## config.mk

```make
export PLATFORM = sky130hd
export DESIGN_NAME = node_sequencer
export DESIGN_NICKNAME = d
export VERILOG_FILES = /design/src/rtl/node_sequencer.sv
export SDC_FILE = /design/constraint.sdc
export NUM_CORES = 1
export LEC_CHECK = 0
export ABC_AREA = 1
export BUFFER_PORTS_ARGS = -buffer_cell sky130_fd_sc_hd__buf_4
export CORE_MARGIN = 10
export CORE_UTILIZATION = 40
export CTS_CLUSTER_DIAMETER = 30
export DETAILED_ROUTE_END_ITERATION = 10
export PLACE_DENSITY = 0.66
export SETUP_SLACK_MARGIN = 0.4
export SLEW_MARGIN = 20
export SYNTH_ARGS = -nofsm -noshare
export SYNTH_HDL_FRONTEND = slang
export SYNTH_SLANG_ARGS = --single-unit
```

## constraint.sdc

```tcl
create_clock -name clk_in -period 4.24 [get_ports clk_in]
set_input_delay 0.636 -clock clk_in [delete_from_list [all_inputs] [get_ports clk_in]]
set_output_delay 0.636 -clock clk_in [all_outputs]
set_load 0.005 [all_outputs]
```

## src/rtl/node_sequencer.sv

```systemverilog
// rtl/node_sequencer.sv - per-node frame sequencer feeding a collision stage (optional watchdog: SEQ_TIMEOUT_EN)
module node_sequencer #(
    parameter int NUM_NODES         = 4,
    parameter int POSITION_SIZE     = 8,
    parameter int VELOCITY_SIZE     = 8,
    parameter int ACCELERATION_SIZE = 3,
    parameter int GRAVITY_Y         = -1,
    parameter int TIMEOUT_CYCLES    = 255
) (
    input  logic                                  clk_in,
    input  logic                                  rst_in,
    input  logic                                  begin_in,
    input  logic                                  load_in,
    input  logic [$clog2(NUM_NODES)-1:0]          load_idx_in,
    input  logic signed [POSITION_SIZE-1:0]       load_x_in,
    input  logic signed [POSITION_SIZE-1:0]       load_y_in,
    output logic                                  coll_begin_out,
    output logic signed [POSITION_SIZE-1:0]       pos_x_out,
    output logic signed [POSITION_SIZE-1:0]       pos_y_out,
    output logic signed [VELOCITY_SIZE-1:0]       vel_x_out,
    output logic signed [VELOCITY_SIZE-1:0]       vel_y_out,
    input  logic                                  coll_result_in,
    input  logic signed [POSITION_SIZE-1:0]       coll_pos_x_in,
    input  logic signed [POSITION_SIZE-1:0]       coll_pos_y_in,
    input  logic signed [VELOCITY_SIZE-1:0]       coll_vel_x_in,
    input  logic signed [VELOCITY_SIZE-1:0]       coll_vel_y_in,
    input  logic signed [ACCELERATION_SIZE-1:0]   coll_acc_x_in,
    input  logic signed [ACCELERATION_SIZE-1:0]   coll_acc_y_in,
    output logic [NUM_NODES*POSITION_SIZE-1:0]    node_x_out,
    output logic [NUM_NODES*POSITION_SIZE-1:0]    node_y_out,
    output logic signed [ACCELERATION_SIZE+3:0]   frame_acc_x_out,
    output logic signed [ACCELERATION_SIZE+3:0]   frame_acc_y_out,
    output logic                                  busy_out,
    output logic                                  done_out
`ifdef SEQ_TIMEOUT_EN
    ,
    output logic                                  timeout_out
`endif
);

    localparam int IDX_W = $clog2(NUM_NODES);
    localparam int P     = POSITION_SIZE;
    localparam int V     = VELOCITY_SIZE;
    localparam int A     = ACCELERATION_SIZE;
    localparam logic [IDX_W-1:0] LAST_IDX = IDX_W'(NUM_NODES - 1);
    localparam logic signed [V:0] GRAV    = (V + 1)'(GRAVITY_Y);

    typedef enum logic [2:0] {
        ST_IDLE,
        ST_DISPATCH,
        ST_WAIT,
        ST_WRITEBACK,
        ST_DONE
    } state_t;

    state_t state;
    logic [IDX_W-1:0] idx;

    logic signed [P-1:0] node_x [NUM_NODES];
    logic signed [P-1:0] node_y [NUM_NODES];
    logic signed [V-1:0] node_vx [NUM_NODES];
    logic signed [V-1:0] node_vy [NUM_NODES];

    logic signed [P-1:0] cap_pos_x, cap_pos_y;
    logic signed [V-1:0] cap_vel_x, cap_vel_y;
    logic signed [A-1:0] cap_acc_x, cap_acc_y;
    logic                cap_valid;

`ifdef SEQ_TIMEOUT_EN
    localparam int CNT_W = $clog2(TIMEOUT_CYCLES + 1);
    logic [CNT_W-1:0] wait_cnt;
    logic             timeout_flag;
    assign timeout_out = timeout_flag;
`endif

    logic                load_ok;
    logic [IDX_W-1:0]    disp_idx;
    logic signed [P-1:0] src_x, src_y;
    logic signed [V-1:0] src_vx, src_vy;

    // Adds gravity to a velocity, clamping at the signed range limits.
    function automatic logic signed [V-1:0] add_gravity(input logic signed [V-1:0] v);
        logic signed [V:0] s;
        s = {v[V-1], v} + GRAV;
        if (s[V] != s[V-1])
            add_gravity = s[V] ? {1'b1, {(V-1){1'b0}}} : {1'b0, {(V-1){1'b1}}};
        else
            add_gravity = s[V-1:0];
    endfunction

    assign busy_out = (state != ST_IDLE);
    assign load_ok  = load_in && (state == ST_IDLE) && (int'(load_idx_in) < NUM_NODES);

    // Selects the node about to be dispatched; a same-cycle load of node 0 is forwarded.
    always_comb begin
        disp_idx = '0;
        if (state != ST_IDLE && idx != LAST_IDX)
            disp_idx = idx + 1'b1;
        src_x  = node_x[disp_idx];
        src_y  = node_y[disp_idx];
        src_vx = node_vx[disp_idx];
        src_vy = node_vy[disp_idx];
        if (state == ST_IDLE && load_ok && load_idx_in == '0) begin
            src_x  = load_x_in;
            src_y  = load_y_in;
            src_vx = '0;
            src_vy = '0;
        end
    end

    // Flattens node storage onto the observation ports.
    always_comb begin
        node_x_out = '0;
        node_y_out = '0;
        for (int i = 0; i < NUM_NODES; i++) begin
            node_x_out[i*P +: P] = node_x[i];
            node_y_out[i*P +: P] = node_y[i];
        end
    end

    // Frame state machine: dispatch each node, await the stage result, write it back.
    always_ff @(posedge clk_in) begin
        if (rst_in) begin
            state           <= ST_IDLE;
            idx             <= '0;
            coll_begin_out  <= 1'b0;
            done_out        <= 1'b0;
            pos_x_out       <= '0;
            pos_y_out       <= '0;
            vel_x_out       <= '0;
            vel_y_out       <= '0;
            frame_acc_x_out <= '0;
            frame_acc_y_out <= '0;
            cap_pos_x       <= '0;
            cap_pos_y       <= '0;
            cap_vel_x       <= '0;
            cap_vel_y       <= '0;
            cap_acc_x       <= '0;
            cap_acc_y       <= '0;
            cap_valid       <= 1'b0;
            for (int i = 0; i < NUM_NODES; i++) begin
                node_x[i]  <= '0;
                node_y[i]  <= '0;
                node_vx[i] <= '0;
                node_vy[i] <= '0;
            end
`ifdef SEQ_TIMEOUT_EN
            wait_cnt     <= '0;
            timeout_flag <= 1'b0;
`endif
        end else begin
            case (state)
                ST_IDLE: begin
                    if (load_ok) begin
                        node_x[load_idx_in]  <= load_x_in;
                        node_y[load_idx_in]  <= load_y_in;
                        node_vx[load_idx_in] <= '0;
                        node_vy[load_idx_in] <= '0;
                    end
                    if (begin_in) begin
                        idx             <= '0;
                        frame_acc_x_out <= '0;
                        frame_acc_y_out <= '0;
                        coll_begin_out  <= 1'b1;
                        pos_x_out       <= src_x;
                        pos_y_out       <= src_y;
                        vel_x_out       <= src_vx;
                        vel_y_out       <= add_gravity(src_vy);
                        state           <= ST_DISPATCH;
`ifdef SEQ_TIMEOUT_EN
                        timeout_flag    <= 1'b0;
`endif
                    end
                end
                ST_DISPATCH: begin
                    coll_begin_out <= 1'b0;
                    state          <= ST_WAIT;
`ifdef SEQ_TIMEOUT_EN
                    wait_cnt       <= '0;
`endif
                end
                ST_WAIT: begin
                    if (coll_result_in) begin
                        cap_pos_x <= coll_pos_x_in;
                        cap_pos_y <= coll_pos_y_in;
                        cap_vel_x <= coll_vel_x_in;
                        cap_vel_y <= coll_vel_y_in;
                        cap_acc_x <= coll_acc_x_in;
                        cap_acc_y <= coll_acc_y_in;
                        cap_valid <= 1'b1;
                        state     <= ST_WRITEBACK;
                    end
`ifdef SEQ_TIMEOUT_EN
                    else if (wait_cnt == CNT_W'(TIMEOUT_CYCLES - 1)) begin
                        cap_valid    <= 1'b0;
                        timeout_flag <= 1'b1;
                        state        <= ST_WRITEBACK;
                    end else begin
                        wait_cnt <= wait_cnt + 1'b1;
                    end
`endif
                end
                ST_WRITEBACK: begin
                    if (cap_valid) begin
                        node_x[idx]     <= cap_pos_x;
                        node_y[idx]     <= cap_pos_y;
                        node_vx[idx]    <= cap_vel_x;
                        node_vy[idx]    <= cap_vel_y;
                        frame_acc_x_out <= frame_acc_x_out + {{4{cap_acc_x[A-1]}}, cap_acc_x};
                        frame_acc_y_out <= frame_acc_y_out + {{4{cap_acc_y[A-1]}}, cap_acc_y};
                    end
                    if (idx == LAST_IDX) begin
                        done_out <= 1'b1;
                        state    <= ST_DONE;
                    end else begin
                        idx            <= idx + 1'b1;
                        coll_begin_out <= 1'b1;
                        pos_x_out      <= src_x;
                        pos_y_out      <= src_y;
                        vel_x_out      <= src_vx;
                        vel_y_out      <= add_gravity(src_vy);
                        state          <= ST_DISPATCH;
                    end
                end
                ST_DONE: begin
                    done_out <= 1'b0;
                    state    <= ST_IDLE;
                end
                default: state <= ST_IDLE;
            endcase
        end
    end

endmodule

```

==> qor.yml, run 1 <==
outcome:
  outcome: "completed"
global_route:
  grt_max_degree: 78
  grt_pass1_vias: 8547
  grt_pass1_wl_um: 47200
  grt_usage_pct: 18.9
  grt_overflow_total: 0
  antenna_found_initial: 0
power_and_ir_drop:
  p_per_area_mw_per_mm2: 563
  leakage_nw: 5.55
  total_power_mw: 7.47
  max-vdd-ir-drop_mv: 0.275
routing:
  drt-initial-drc-count: 671
  wirelength_um: 30700
  drc: 0
  dr.pass1.iters: 5
  drtAntennaViolNets: 0
  num_vias: 8483
  detail_route.wl_per_cell_um: 18.9
  via_per_inst: 5.20
floorplan:
  ioPinCount: 174
  rows: 57
  die_h_um: 178
  dieArea_mm2: 0.0318
  die_w_um: 178
  core_mm2: 0.0245
  start_util_pct: 41.0
yosys:
  ys_types: 45
  synth_cells: 1089
  synth_edf_count: 128
  yosysTopAreaCellShare_pct: 38.3
  synth_top_area_cell: "edfxtp_1"
  synth_ff_type: "edfxtp_1"
  synth_fp_nets: 1166
  synthArstFlopShare_pct: 0
  synth_area_leaders: "edfxtp_1 (38%), dfxtp_1 (18%), o21ai_0 (5.8%)"
  yosysWarnings: 0
  synth_area_mm2: 0.0100
  postSynthAreaPerCell_um2: 9.21
  yosysSeqAreaShare_pct: 56.7
  ys_ff_latch: 220
place:
  dpl.hpwl_um: 19700
  gp_congestion: 0.857
  placed_area_mm2: 0.0116
  port_buffers: 173
critical_path:
  critPathKind: "register to register"
  cp-end-kind: "register"
  arrival_ns: 3.86
  worstReg2RegStart: "idx[0]"
  rr_endpoint: "vel_y_out[1]"
  rrSetupSlack_ns: 0.79
  reg2reg_depth: 14
  crit_path_max_fanout: 27
  required_ns: 4.65
  start_kind: "register"
sta:
  worst_pin_slew_ns: 1.02
  finClkSkew_ns: 0.0257
  relSlewSlack_pct: 32.1
  finalHoldViolCount: 0
  timing.fmax_mhz: 290
  period_needed_ns: 3.45
  slew_viol_final: 0
  fin_crit_sh_pct: 81.4
  whs_ns: 0.374
  fin_setup_tns_ns: 0
  setup_viol: 0
  rsz0062_at_grt: "false"
clock_network:
  ctsHoldBuffers: 0
  post_cts_resized: 0
  cts_tree: "yes"
  post_cts_buffers: 0
  cts_root_buf: "clkbuf_16"
  clock_path_buffers: 3
  clkTransAtPathRegs_ns: 0.04
  htree_num_levels: 2
  clkLatencyLatePin_ns: 0.54
  numClockSinks: 220
  numCtsBuffers: 50
cells_and_area:
  final_common_cell: "buf_4"
  mostFrequentLayoutCells: "buf_4 (186), nor2_1 (142), nand2_1 (132), edfxtp_1 (128), o21ai_0 (117)"
  layout.nets: 1343
  fillCellCount: 2190
  n_antenna_cell: 0
  drive_gt1_share_pct: 26.3
  final_util_pct: 54.3
  area_delta_synth_final_pct: 32.3
  finalInstanceArea_mm2: 0.0133
  final-seq-area_mm2: 0.00569
  multi_input_area_mm2: 0.00362
hold_path:
  holdPathEnd: "cap_pos_y[4]"
  hold_path_class: "input pin to register"
  hold_depth: 3
  hold_start: "coll_pos_y_in[4]"
flow_run:
  drv_cap: 0
[cell type report]
| type | instances | share of cell area (%) |
|---|---|---|
| Inverter | 122 | 3.47 |
| Clock inverter | 36 | 2.90 |
| Sequential cell | 220 | 42.8 |
| Multi-Input combinational cell | 686 | 27.3 |
| Tap cell | 324 | 3.05 |
| Clock buffer | 57 | 9.94 |
| Timing Repair Buffer | 186 | 10.5 |
[critical path, cell delays in order (launching register included)]
cell and delay, ns:
dfxtp_1 0.35, ha_1 0.25, inv_1 0.39, nand3_2 0.46
inv_2 0.60, nand2_1 0.10, nand2_1 0.08, nand2_1 0.05
nand2_1 0.12, ha_1 0.18, inv_1 0.06, a21oi_1 0.23
nand4_2 0.22, nand3b_1 0.16, a21oi_1 0.07
[state kept, by name, summed over array words and instances (netlist names)]
name and count:
cap_vel_y 8, frame_acc_y_out 7, cap_valid 1, pos_x_out 8, pos_y_out 8, node_vy 32, vel_x_out 8, node_y 32
cap_vel_x 8, coll_begin_out 1, cap_pos_x 8, cap_acc_x 3, node_vx 32, done_out 1, idx 2, cap_acc_y 3
node_x 32, vel_y_out 8, state 3, frame_acc_x_out 7, cap_pos_y 8
[report_power, final]
part           switching [mW]  leakage (nW)  internal (mW)  total (mW)
Sequential             0.0997          2.08           2.46        2.56
Clock                    1.23         0.823           2.64        3.87
Combinational           0.643          2.64          0.397        1.04
Total                    1.97          5.55           5.50        7.47
[synth_stat cells (10+ instances only)]
library cell / instances
nor2_1: 142
nand2_1: 135
edfxtp_1: 128
o21ai_0: 117
inv_1: 113
a21oi_1: 112
dfxtp_1: 92
clkbuf_1: 39
nand3_1: 25
nor2_2: 22
or2_2: 20
o211ai_1: 17
a21boi_0: 16
ha_1: 14
buf_2: 13
nand4_1: 11
nor2_4: 10
[per-stage QoR]
stage	setup slack, ns	std cells
final	0.788	1631
after global routing	0.419	1631
after floorplan	0.539	1089
after global placement	0.943	1538
after detailed placement	0.868	1538
after CTS	0.847	1631
[worst max path at each step]
stage / startpoint / end / slack (ns) / cells past startpoint
CTS: idx[0] / vel_y_out[1] / 0.85 / 14
finish: idx[0] / vel_y_out[1] / 0.79 / 14
detailed placement: idx[0] / vel_y_out[2] / 0.87 / 14
global route: idx[0] / vel_y_out[2] / 0.42 / 14
global placement: idx[0] / vel_y_out[0] / 0.94 / 14
floorplan: load_in / node_vx[3][0] / 0.54 / 5
[cell families (layout without fill, tap and decap cells)]
family | count (synthesis) | after routing | share of synthesized area, %
adders and majority gates | 16 | 16 | 2.15
xor gates and xnor gates | 7 | 7 | 0.611
buffers and inverters | 183 | 401 | 7.50
and+or+nand+nor | 384 | 384 | 17.8
DFF | 220 | 220 | 56.7
AOI/OAI and AO/OA | 279 | 279 | 15.2
[layer usage]
metal	wire length (um)	GRT usage, %
met1	12700	22.9
met2	15300	32.1
met3	1990	4.29
met4	742	6.82
met5	0	0
(Power assumes the default switching activity.)
==> run 2, diff against run 1 <==
--- a/config.mk
+++ b/config.mk
@@ -5,13 +5,13 @@
 export SDC_FILE = /design/constraint.sdc
 export NUM_CORES = 1
 export LEC_CHECK = 0
-export ABC_AREA = 1
+export ABC_AREA = 0
 export BUFFER_PORTS_ARGS = -buffer_cell sky130_fd_sc_hd__buf_4
 export CORE_MARGIN = 10
 export CORE_UTILIZATION = 40
 export CTS_CLUSTER_DIAMETER = 30
 export DETAILED_ROUTE_END_ITERATION = 10
-export PLACE_DENSITY = 0.66
+export PLACE_DENSITY = 0.69
 export SETUP_SLACK_MARGIN = 0.4
 export SLEW_MARGIN = 20
 export SYNTH_ARGS = -nofsm -noshare
==> constraint.sdc (replaced) <==
create_clock -name clk_in -period 2.78 [get_ports clk_in]
set_input_delay 0.417 -clock clk_in [delete_from_list [all_inputs] [get_ports clk_in]]
set_output_delay 0.417 -clock clk_in [all_outputs]
set_load 0.005 [all_outputs]
==> run 2 against run 1 <==
  * Register-to-register slack got worse by 0.36 ns
  * Largest cell class unchanged
  * Routed wire length up 3.2%
  * Sequential power grew 50%
  * Synthesized area is 3.1% lower
==> qor.yml, run 2 <==
outcome:
  outcome: "completed"  # unchanged
clock_network:
  clkLatencyLatePin_ns: 0.55  # was 0.54 ns
  ctsHoldBuffers: 0  # unchanged
  clkTransAtPathRegs_ns: 0.05  # was 0.04 ns
  numClockSinks: 220  # unchanged
  htree_num_levels: 2  # unchanged
  clock_path_buffers: 3  # unchanged
  cts_tree: "yes"  # unchanged
  numCtsBuffers: 48  # was 50
  cts_root_buf: "clkbuf_16"  # unchanged
power_and_ir_drop:
  internal_power_mw: 8.01  # was 5.50 mW
  seq_power_share_pct: 35.1  # was 34.2%
  comb_power_share_pct: 14.1  # was 13.9%
  leakage_nw: 5.56  # was 5.55 nW
  max-vdd-ir-drop_mv: 0.393  # was 0.275 mV
  p_clk_share_pct: 50.8  # was 51.8%
  p_switching_mw: 2.90  # was 1.97 mW
  swShare_pct: 26.6  # was 26.4%
  p_per_area_mw_per_mm2: 792  # was 563 mW/mm^2
global_route:
  grt_max_degree: 46  # was 78
  grt_usage_pct: 19.2  # was 18.9%
  grt_use_met1_pct: 23.2  # was 22.9%
  grtUsageMet3_pct: 4.85  # was 4.29%
  grt_overflow_total: 0  # unchanged
  grt_pass1_wl_um: 47500  # was 47,200 um
  antenna_found_initial: 0  # unchanged
  grt_pass1_vias: 8439  # was 8,547
  met2_usage_pct: 32.3  # was 32.1%
  grt-busiest-layer: "met2"  # unchanged
yosys:
  synth_cells: 957  # was 1,089
  synth_top_area_cell: "edfxtp_1"  # unchanged
  post-synth-top-count-cell: "nor2_1"  # unchanged
  yosysTopAreaCellShare_pct: 39.5  # was 38.3%
  yosysWarnings: 0  # unchanged
  synthArstFlopShare_pct: 0  # unchanged
  synth_ff_type: "edfxtp_1"  # unchanged
  ys_types: 63  # was 45
  ys_ff_latch: 220  # unchanged
  synth_area_mm2: 0.00972  # was 0.0100 mm^2
  yosysSeqAreaShare_pct: 58.5  # was 56.7%
  synth_edf_count: 128  # unchanged
  synth_area_leaders: "edfxtp_1 (40%), dfxtp_1 (19%), nor2_1 (6.5%)"  # was edfxtp_1 (38%), dfxtp_1 (18%), o21ai_0 (5.8%)
  postSynthAreaPerCell_um2: 10.2  # was 9.21 um^2
  ys_top_cells_by_count: "nor2_1 (168), edfxtp_1 (128), nand2_1 (121)"  # was nor2_1 (142), nand2_1 (135), edfxtp_1 (128)
  synth_fp_nets: 1034  # was 1,166
cells_and_area:
  fillCellCount: 1988  # was 2,190
  layout.nets: 1265  # was 1,343
  drive_gt1_share_pct: 32.3  # was 26.3%
  mostFrequentLayoutCells: "buf_4 (230), nor2_1 (162), edfxtp_1 (128), nand2_1 (115), dfxtp_1 (87)"  # was buf_4 (186), nor2_1 (142), nand2_1 (132), edfxtp_1 (128), o21ai_0 (117)
  final_common_cell: "buf_4"  # unchanged
  n_antenna_cell: 0  # unchanged
  area_delta_synth_final_pct: 41.7  # was 32.3%
  finalInstanceArea_mm2: 0.0138  # was 0.0133 mm^2
hold_path:
  hold_path_class: "input pin to register"  # unchanged
  hold_start: "coll_acc_y_in[0]"  # was coll_pos_y_in[4]
place:
  port_buffers: 173  # unchanged
  dp_worst_setup_slack_ns: 0.0563  # was 0.868 ns
  gp_congestion: 0.891  # was 0.857
  placed_area_mm2: 0.0116  # about the same
  dpl.hpwl_um: 20800  # was 19,700 um
critical_path:
  cp-end-kind: "register"  # unchanged
  crit_path_max_fanout: 6  # was 27
  start_kind: "register"  # unchanged
  crit_start: "state[1]"  # was idx[0]
  critPathKind: "register to register"  # unchanged
  arrival_ns: 2.75  # was 3.86 ns
  required_ns: 3.18  # was 4.65 ns
  worstReg2RegStart: "state[1]"  # was idx[0]
  rrSetupSlack_ns: 0.42  # was 0.79 ns
floorplan:
  die_h_um: 176  # was 178 um
  dieArea_mm2: 0.0309  # was 0.0318 mm^2
  ioPinCount: 174  # unchanged
  start_util_pct: 41.0  # about the same
  core_mm2: 0.0237  # was 0.0245 mm^2
  die_w_um: 176  # was 178 um
  rows: 56  # was 57
sta:
  fin_crit_sh_pct: 84.8  # was 81.4%
  setup_viol: 0  # unchanged
  timing.fmax_mhz: 424  # was 290 MHz
  finClkSkew_ns: 0.0235  # was 0.0257 ns
  layout_setup_ws_ns: 0.423  # was 0.788 ns
  fin_setup_tns_ns: 0  # unchanged
  finalHoldViolCount: 0  # unchanged
  period_needed_ns: 2.36  # was 3.45 ns
  relSlewSlack_pct: 30.2  # was 32.1%
  rsz0062_at_grt: "true"  # was false
  slew_viol_final: 0  # unchanged
  worst_pin_slew_ns: 1.05  # was 1.02 ns
flow_run:
  drv_cap: 0  # unchanged
routing:
  dr.pass1.iters: 5  # unchanged
  detail_route.wl_per_cell_um: 20.5  # was 18.9 um
  via_per_inst: 5.44  # was 5.20
  drt-initial-drc-count: 729  # was 671
  drtAntennaViolNets: 0  # unchanged
  num_vias: 8420  # was 8,483
  wirelength_um: 31700  # was 30,700 um
  drc: 0  # unchanged
## run 2: layer usage
metal  up-vias  wire, um
met4         0       717
met1      4099     12700
met2       361     15800
met5         -         0
li1       3903         -
met3        57      2570
## run 2: cell type report
cell class | instances | area, um^2 | share of cell area [%]
Clock buffer | 54 | 1270 | 9.26
Clock inverter | 36 | 348 | 2.52
Inverter | 42 | 161 | 1.17
Multi-Input combinational cell | 628 | 3870 | 28.1
Sequential cell | 220 | 5700 | 41.4
Tap cell | 319 | 399 | 2.90
Timing Repair Buffer | 248 | 2020 | 14.7
## run 2: critical path, cell delays in order, from the launching register on
cell and delay, ns:
dfxtp_4 0.35, or4b_4 0.56, or3_4 0.43, o221ai_4 0.12, or2_4 0.17, nand2_2 0.06
a211oi_4 0.37, o32ai_1 0.15
## run 2: kinds of logic after synthesis
group,share of synthesized area (%)
AOI/OAI and AO/OA,15.9
xor gates and xnor gates,1.08
adders and majority gates,2.21
buffers and inverters,4.57
DFF,58.5
muxes,2.18
and+or+nand+nor,15.5
## run 2: repair_timing
action | CTS | global route
resized for setup | 31 | 26
pin swaps | 13 | 10
setup endpoints to repair | 182 | 164
cloned | 0 | 1
buffers inserted | 14 | 21
## run 2: power groups by stage
stage / clock network, mW / logic, mW / registers, mW
detailed placement: 0 / 1.37 / 3.88
global route: 5.77 / 1.66 / 3.85
finish: 5.55 / 1.54 / 3.83
floorplan: 0 / 0.732 / 3.86
CTS: 5.58 / 1.45 / 3.83
global placement: 0 / 1.36 / 3.88
## run 2: final timing paths
kind,end,depth (start not counted)
setup reg to reg,vel_y_out[6],7
setup / recovery,vel_y_out[6],7
hold / removal,cap_acc_y[0],3
hold reg to reg,cap_pos_x[0],2
## run 2: through the flow
step                utilization, %  total power [mW]  std cells  hold WS (ns)
global placement              49.0              5.23       1421         0.442
floorplan                        -              4.59        957         0.437
CTS                           56.8              10.9       1525         0.111
global route                  58.2              11.3       1547         0.115
finish                        58.2              10.9       1547         0.121
detailed placement            49.0              5.25       1421         0.447
